===== src/rtl/udp_tx_arbiter.sv =====
// Round-robin, frame-atomic arbiter sharing one UDP transmit port (header
// channel plus 8-bit AXI-Stream payload) between N_REQ requesters.
//
// state    | meaning
// ---------|--------------------------------------------------------------
// ST_IDLE  | no owner; search s_hdr_valid from rr_ptr upward and grant
// ST_HDR   | owner's header forwarded until the header handshake
// ST_PAYLOAD | owner's payload forwarded until the tlast handshake
module udp_tx_arbiter #(
    parameter int          N_REQ         = 4,
    parameter int          REQ_IDX_WIDTH = $clog2(N_REQ),
    parameter logic [7:0]  DEFAULT_TTL   = 8'd64
) (
    input  logic                       clk,
    input  logic                       reset_n,
    input  logic [N_REQ-1:0]           s_hdr_valid,
    output logic [N_REQ-1:0]           s_hdr_ready,
    input  logic [N_REQ*32-1:0]        s_dest_ip,
    input  logic [N_REQ*16-1:0]        s_source_port,
    input  logic [N_REQ*16-1:0]        s_dest_port,
    input  logic [N_REQ*16-1:0]        s_length,
    input  logic [N_REQ*8-1:0]         s_tdata,
    input  logic [N_REQ-1:0]           s_tvalid,
    output logic [N_REQ-1:0]           s_tready,
    input  logic [N_REQ-1:0]           s_tlast,
    input  logic [N_REQ-1:0]           s_tuser,
    output logic                       m_udp_hdr_valid,
    input  logic                       m_udp_hdr_ready,
    output logic [31:0]                m_udp_ip_dest_ip,
    output logic [15:0]                m_udp_source_port,
    output logic [15:0]                m_udp_dest_port,
    output logic [15:0]                m_udp_length,
    output logic [7:0]                 m_udp_ip_ttl,
    output logic [5:0]                 m_udp_ip_dscp,
    output logic [1:0]                 m_udp_ip_ecn,
    output logic [15:0]                m_udp_checksum,
    output logic [7:0]                 m_tdata,
    output logic                       m_tvalid,
    input  logic                       m_tready,
    output logic                       m_tlast,
    output logic                       m_tuser,
    output logic                       grant_valid,
    output logic [REQ_IDX_WIDTH-1:0]   grant_idx,
    output logic [31:0]                frame_count
);

    typedef enum logic [1:0] {
        ST_IDLE,
        ST_HDR,
        ST_PAYLOAD
    } state_t;

    state_t                   state;
    state_t                   state_nxt;
    logic [REQ_IDX_WIDTH-1:0] rr_ptr;
    logic [REQ_IDX_WIDTH-1:0] rr_ptr_nxt;
    logic [REQ_IDX_WIDTH-1:0] sel_idx;
    logic                     sel_found;
    logic                     hdr_done;
    logic                     frame_done;

    // The checksum is produced inside the stack; IP QoS fields are fixed.
    assign m_udp_ip_ttl   = DEFAULT_TTL;
    assign m_udp_ip_dscp  = 6'd0;
    assign m_udp_ip_ecn   = 2'd0;
    assign m_udp_checksum = 16'd0;

    // Round-robin search: walk offsets downward so the smallest offset from rr_ptr wins.
    always_comb begin
        sel_idx   = rr_ptr;
        sel_found = 1'b0;
        for (int i = N_REQ - 1; i >= 0; i--) begin
            int j;
            j = int'(rr_ptr) + i;
            if (j >= N_REQ) begin
                j = j - N_REQ;
            end
            if (s_hdr_valid[REQ_IDX_WIDTH'(j)]) begin
                sel_found = 1'b1;
                sel_idx   = REQ_IDX_WIDTH'(j);
            end
        end
    end

    assign hdr_done   = (state == ST_HDR) && s_hdr_valid[grant_idx] && m_udp_hdr_ready;
    assign frame_done = (state == ST_PAYLOAD) && s_tvalid[grant_idx] && m_tready
                        && s_tlast[grant_idx];
    assign rr_ptr_nxt = (grant_idx == REQ_IDX_WIDTH'(N_REQ - 1)) ? '0
                        : grant_idx + REQ_IDX_WIDTH'(1);

    // Next-state logic and the per-state routing of the shared port.
    always_comb begin
        state_nxt         = state;
        s_hdr_ready       = '0;
        s_tready          = '0;
        m_udp_hdr_valid   = 1'b0;
        m_udp_ip_dest_ip  = 32'd0;
        m_udp_source_port = 16'd0;
        m_udp_dest_port   = 16'd0;
        m_udp_length      = 16'd0;
        m_tdata           = 8'd0;
        m_tvalid          = 1'b0;
        m_tlast           = 1'b0;
        m_tuser           = 1'b0;
        case (state)
            ST_IDLE: begin
                if (sel_found) begin
                    state_nxt = ST_HDR;
                end
            end
            ST_HDR: begin
                m_udp_hdr_valid        = s_hdr_valid[grant_idx];
                m_udp_ip_dest_ip       = s_dest_ip[grant_idx*32 +: 32];
                m_udp_source_port      = s_source_port[grant_idx*16 +: 16];
                m_udp_dest_port        = s_dest_port[grant_idx*16 +: 16];
                m_udp_length           = s_length[grant_idx*16 +: 16];
                s_hdr_ready[grant_idx] = m_udp_hdr_ready;
                if (hdr_done) begin
                    state_nxt = ST_PAYLOAD;
                end
            end
            ST_PAYLOAD: begin
                m_tdata             = s_tdata[grant_idx*8 +: 8];
                m_tvalid            = s_tvalid[grant_idx];
                m_tlast             = s_tlast[grant_idx];
                m_tuser             = s_tuser[grant_idx];
                s_tready[grant_idx] = m_tready;
                if (frame_done) begin
                    state_nxt = ST_IDLE;
                end
            end
            default: begin
                state_nxt = ST_IDLE;
            end
        endcase
    end

    // State register, grant ownership, round-robin pointer and frame counter.
    always_ff @(posedge clk or negedge reset_n) begin
        if (!reset_n) begin
            state       <= ST_IDLE;
            rr_ptr      <= '0;
            grant_valid <= 1'b0;
            grant_idx   <= '0;
            frame_count <= 32'd0;
        end else begin
            state <= state_nxt;
            if ((state == ST_IDLE) && sel_found) begin
                grant_idx   <= sel_idx;
                grant_valid <= 1'b1;
            end
            if (frame_done) begin
                grant_valid <= 1'b0;
                rr_ptr      <= rr_ptr_nxt;
                frame_count <= frame_count + 32'd1;
            end
        end
    end

endmodule


===== config.mk =====
export PLATFORM = sky130hd
export DESIGN_NAME = udp_tx_arbiter
export DESIGN_NICKNAME = d
export VERILOG_FILES = /design/src/rtl/udp_tx_arbiter.sv
export SDC_FILE = /design/constraint.sdc
export NUM_CORES = 1
export LEC_CHECK = 0
export BUFFER_PORTS_ARGS = -buffer_cell sky130_fd_sc_hd__buf_2
export CORE_AREA = 2 2 210 212
export CTS_CLUSTER_DIAMETER = 200
export DETAILED_ROUTE_END_ITERATION = 12
export DIE_AREA = 0 0 212 214
export GPL_TIMING_DRIVEN = 0
export PLACE_DENSITY = 0.33
export SYNTH_ARGS = -nofsm -noshare
export SYNTH_HDL_FRONTEND = slang
export SYNTH_SLANG_ARGS = --single-unit

===== constraint.sdc =====
create_clock -name clk -period 6 [get_ports clk]
set_clock_uncertainty 0.1 [all_clocks]
set_input_delay 1.2 -clock clk [delete_from_list [all_inputs] [get_ports clk]]
set_output_delay 1.2 -clock clk [all_outputs]
set_load 0.05 [all_outputs]

---- Word level (Yosys, flattened, before mapping) ----
Index checks and enable logic that the tools add are counted.
word-level totals
  register bits after elaboration ......... 39
  latch bits .............................. 0
  bits in writable memories ............... 0
  ROM bits ................................ 0
  output and inout port bits .............. 167
  memories kept ........................... 0
cells by class
  add/subtract/negate cells ............... 9
  multiply operators ...................... 0
  divide/modulo/power cells ............... 0
  $lt $le $gt $ge ......................... 10
  equal/unequal tests ..................... 6
  shift-type cells ........................ 5
  muxes and demuxes ....................... 52
  bitwise gates (word level) .............. 2
  reduce and logical (&&, ||, !) cells .... 10
operators with widths
  cell                   count
  $shiftx 64x7->16       3
  $shiftx 128x8->32      1
  $mux 16                3
  $add 32x1->32 const B  1
  $mux 32                1
  $shiftx 32x6->8        1
  $mux 2                 12
  $mux 1                 23
  $bmux 1 s2             8
  $lt 2x4->1 const B     4
  $ge 3x3->1 const B     3
  $and 4x4->4            2
  $mux 4                 2
  $mux 8                 1
  $sub 2x1->2 const B    4
  $logic_and 1x1->1      7
  $add 2x2->3 const B    2
  $ne 2x2->1 const B     3
  $pmux 2 s3             1
  $eq 2x2->1 const B     2
  $add 2x1->3 const B    1
  $ge 2x3->1 const B     1
  $lt 2x3->1 const B     1
  $reduce_and 3->1       1
  6 further kinds        6

---- Longest topological paths before layout ----
  word-level depth ........................ 13
  mapped depth ............................ 6
  gate-level depth less buffers ........... 5

---- Least setup slack after synthesis ----
Ideal clock, no wire load.
  path kind ............................... input-to-output
  start ................................... in s_tlast[3]
  end ..................................... out m_tlast
  data arrival time ....................... 2240 ps
  data required time ...................... 4700 ps
  slack ................................... 2460 ps
  stages on the path ...................... 3
  buffers on the path ..................... 0
  cells stage by stage .................... mux2i_1 -> mux2_2 -> nor2_1
between the ends
  cells in the longest elaborated chain, start to end .. 3
RTL lines
  element                       RTL line  source
  from (decl)                   25        input logic [N_REQ-1:0] s_tlast,
  $bmux 1 s2                    125       m_tlast = s_tlast[grant_idx];
  $mux 1 (implied by the code)  125
  $mux 1                        105       case (state)
  to (decl)                     40        output logic m_tlast,
No other way between the ends. The select of a mux whose other input is x is not followed.

---- Worst setup path in the final report ----
  start ................................... reg grant_idx[1]
  end ..................................... out m_udp_source_port[10]
between the ends
  cells in the longest elaborated chain, start to end .. 2
RTL lines
  element                 RTL line  source
  from (decl)             43        output logic [REQ_IDX_WIDTH-1:0] grant_idx,
  from (signal assigned)  149       grant_idx <= sel_idx;
  $shiftx 64x7->16        114       m_udp_source_port = s_source_port[grant_idx*16 +: 16];
  $mux 16                 105
  to (decl)               30        output logic [15:0] m_udp_source_port,
No other way between the ends.

==> results.yml <==
floorplanning:
  coreArea_um2: 42900
  io_pins: 539
  floorplan.die_area_um2: 45400
  cell_row_count: 76
  chipHeight_um: 214
  initial_utilization_pct: 12.0
  die_width_um: 212
global_route:
  grt_pass1_vias: 6474
  grt_remaining_overflow: 0
  antenna_found_initial: 30
  grt_use_total_pct: 14.8
  wire_length_of_the_first_global_routing_pass_um: 47400
  pin_count_of_the_biggest_net_entering_global_routing: 40
worst_setup_path:
  critical-path-max-stage-delay_ns: 0.72
  worstSetupStartpointType: "flop"
  cp_common_cell: "clkbuf_1"
  cell_type_of_the_slowest_stage_on_the_worst_timing_path: "clkbuf_1"
  critical_path_peak_fanout: 11
  worst_path_required_time_ns: 4.70
  data_arrival_at_the_endpoint_of_the_critical_path_ns: 3.29
  critical_path_class: "flop to primary output"
  reg2regPathDepth: 6
  critical_path.cell_chain: "clkbuf_1 -> clkbuf_1 -> mux4_2 -> and2_1 -> buf_2"
  crit_path_end_kind: "primary output"
run_status:
  status: "complete, no violations"
cts:
  cts.path.max_buffers: 2
  htree_num_levels: 2
  clock_transition_time_at_the_flip_flop_clock_pins_of_the_worst_setup_and_hold_paths_ns: 0.07
  clkSinkCount: 39
  clkLatencyLatePin_ns: 0.29
  tritoncts: "done"
  cts_resized: 0
  cts.hold.buffers_added: 0
  cts.root.buffer_cell: "clkbuf_16"
  numCtsBuffers: 5
  post_cts_buffers: 0
yosys:
  synthArstFlopShare_pct: 100
  post_synth_mux_area_share_pct: 41.0
  yosys_warnings: 0
  synth_xor_area_share_pct: 5.30
  synth-adder-area-share_pct: 1.22
  syn-cell-area_um2: 5130
  netlist.area_leader.share_pct: 40.4
  dominantRegCellSynth: "dfrtp_1"
  synth_seq_area_share_pct: 19.0
  top_post_synthesis_cells_by_count: "and2_1 (94), mux4_2 (92), dfrtp_1 (39), buf_4 (32), xor2_1 (22)"
  syn_inst_count: 449
  leading_cell_types_by_total_area_after_synthesis: "mux4_2 (40%), dfrtp_1 (19%), and2_1 (11%)"
  synth_top_family_by_area: "multiplexers"
  avgSynthCellArea_um2: 11.4
  yosys.area.top_type: "mux4_2"
  ys_types: 41
  yosys.area_share.simple_pct: 22.9
  synth_compound_area_share_pct: 1.83
  synth-seq-cells: 39
  cell_with_the_most_instances_after_synthesis: "and2_1"
  edff_count_synth: 0
timing:
  finalHoldWorstSlack_ns: 0.358
  report.final.slew_viol_count: 0
  worst_slew_margin_rel_pct: 35.7
  min_period_ns: 4.59
  hold_violations: 0
  post-route-period-util_pct: 76.5
  setup_violations: 0
  fin_ws_ns: 1.41
  fmax_ghz: 0.218
  tightest_pin_transition_ns: 0.965
  setup-tns-final_ns: 0
  grt_setup_unrepaired: "no"
route:
  drc: 0
  detailedRoute.firstIterationViolations: 315
  route.final.wire_length_um: 34800
  via_count: 6085
  wire_length_per_cell_after_detailed_routing_um: 21.9
  detail_route.first_pass.iterations: 4
  ant_nets: 0
  via_per_inst: 3.82
flow_run:
  drv_cap: 0
layout:
  finalNonFillerCells: 1592
  fin_nets: 1369
  share_of_post_route_cells_with_drive_strength_above_1_pct: 67.3
  areaGrowthSynthToFinish_pct: 69.9
placed_design:
  place_inst: 1570
  detailedPlacementHpwl_um: 30900
  routabilityCongestion: 0.885
  place_ws_ns: 1.65
  place.port_buffers: 506
pwr:
  power.total_mw: 3.57
  cellPowerDensity_nw_per_um2: 410
  ir_worst_vdd_uv: 155
  static-leakage-power_nw: 4.47
hold_path:
  holdCritPathClass: "flop to flop"
  min_delay_path_depth: 1
[placed cells by master, fill, tap and decap left out, drive strengths merged, types with 2 or more instances in the layout]
cell type,synthesis,final
clkinv,0,2
xnor2,9,9
xor2,22,22
o21ai,4,4
diode,0,14
a21oi,3,3
nand2b,2,2
ha,5,5
dfrtp,39,39
and2,94,94
nor2b,4,4
nand2,21,21
nor2,6,6
mux4,92,92
nand3,10,10
clkbuf,19,24
mux2i,2,2
and3,9,9
nor3,14,14
nand4,9,9
buf,48,554
nor4,10,10
inv,9,9
and4,7,7
conb,2,32
[worst paths after layout]
check	start	to	slack (ns)
min	frame_count[31]	frame_count[31]	0.36
max reg2reg	grant_idx[1]	rr_ptr[1]	3.48
min reg2reg	frame_count[31]	frame_count[31]	0.36
max	grant_idx[1]	m_udp_source_port[10]	1.41
max in group asynchronous	reset_n	frame_count[3]	4.24
min in group asynchronous	reset_n	frame_count[16]	0.96
[stage by stage]
step / instance area (um2) / utilization (%)
floorplan: 5240 / -
global placement: 8500 / 19.8
detailed placement: 8500 / 19.8
CTS: 8670 / 20.2
global route: 8680 / 20.2
finish: 8710 / 20.3
[state kept, by name (all words and copies together) (netlist names)]
name         cells
frame_count     32
rr_ptr           2
grant_idx        2
state            2
grant_valid      1
[logic make-up after synthesis]
| kind of cell | Yosys count |
|---|---|
| multiplexers | 95 |
| flip-flops | 39 |
| adder cells (fa/ha/maj) | 5 |
| buffers and inverters | 76 |
| AO/OA/AOI/OAI | 14 |
| AND/OR/NAND/NOR | 187 |
| XOR/XNOR | 31 |
| other | 2 |
[final cells by class]
cell class / instances / area [um2]
timing repair buffer: 506 / 2530
antenna: 14 / 35.0
clock buffer: 5 / 125
inverter: 9 / 33.8
fill: 4833 / 34200
tap: 585 / 732
clock inverter: 3 / 43.8
buffer: 67 / 405
multi-input combinational: 364 / 3820
sequential: 39 / 976
[power breakdown]
part	total, mW	switching, mW	internal (mW)
clock	0.317	0.121	0.197
sequential	0.321	0.0337	0.287
combinational	2.93	2.01	0.920
total	3.57	2.16	1.40
[per-layer routing]
| layer | vias to the layer above | wire [um] | GRT usage, % |
|---|---|---|---|
| li1 | 2748 | - | - |
| met1 | 2933 | 14100 | 18.9 |
| met2 | 336 | 15500 | 23.5 |
| met3 | 46 | 4590 | 6.61 |
| met4 | 22 | 413 | 1.85 |
| met5 | - | 145 | 0 |
[critical path: cells and delay by family, from the launching register on]
kind / cells / cell delay, ns
buffers and inverters: 3 / 1.63
multiplexers: 1 / 0.54
flip-flops: 1 / 0.58
AND/OR/NAND/NOR: 1 / 0.21
Note: power is estimated with default switching activity, not from simulation.
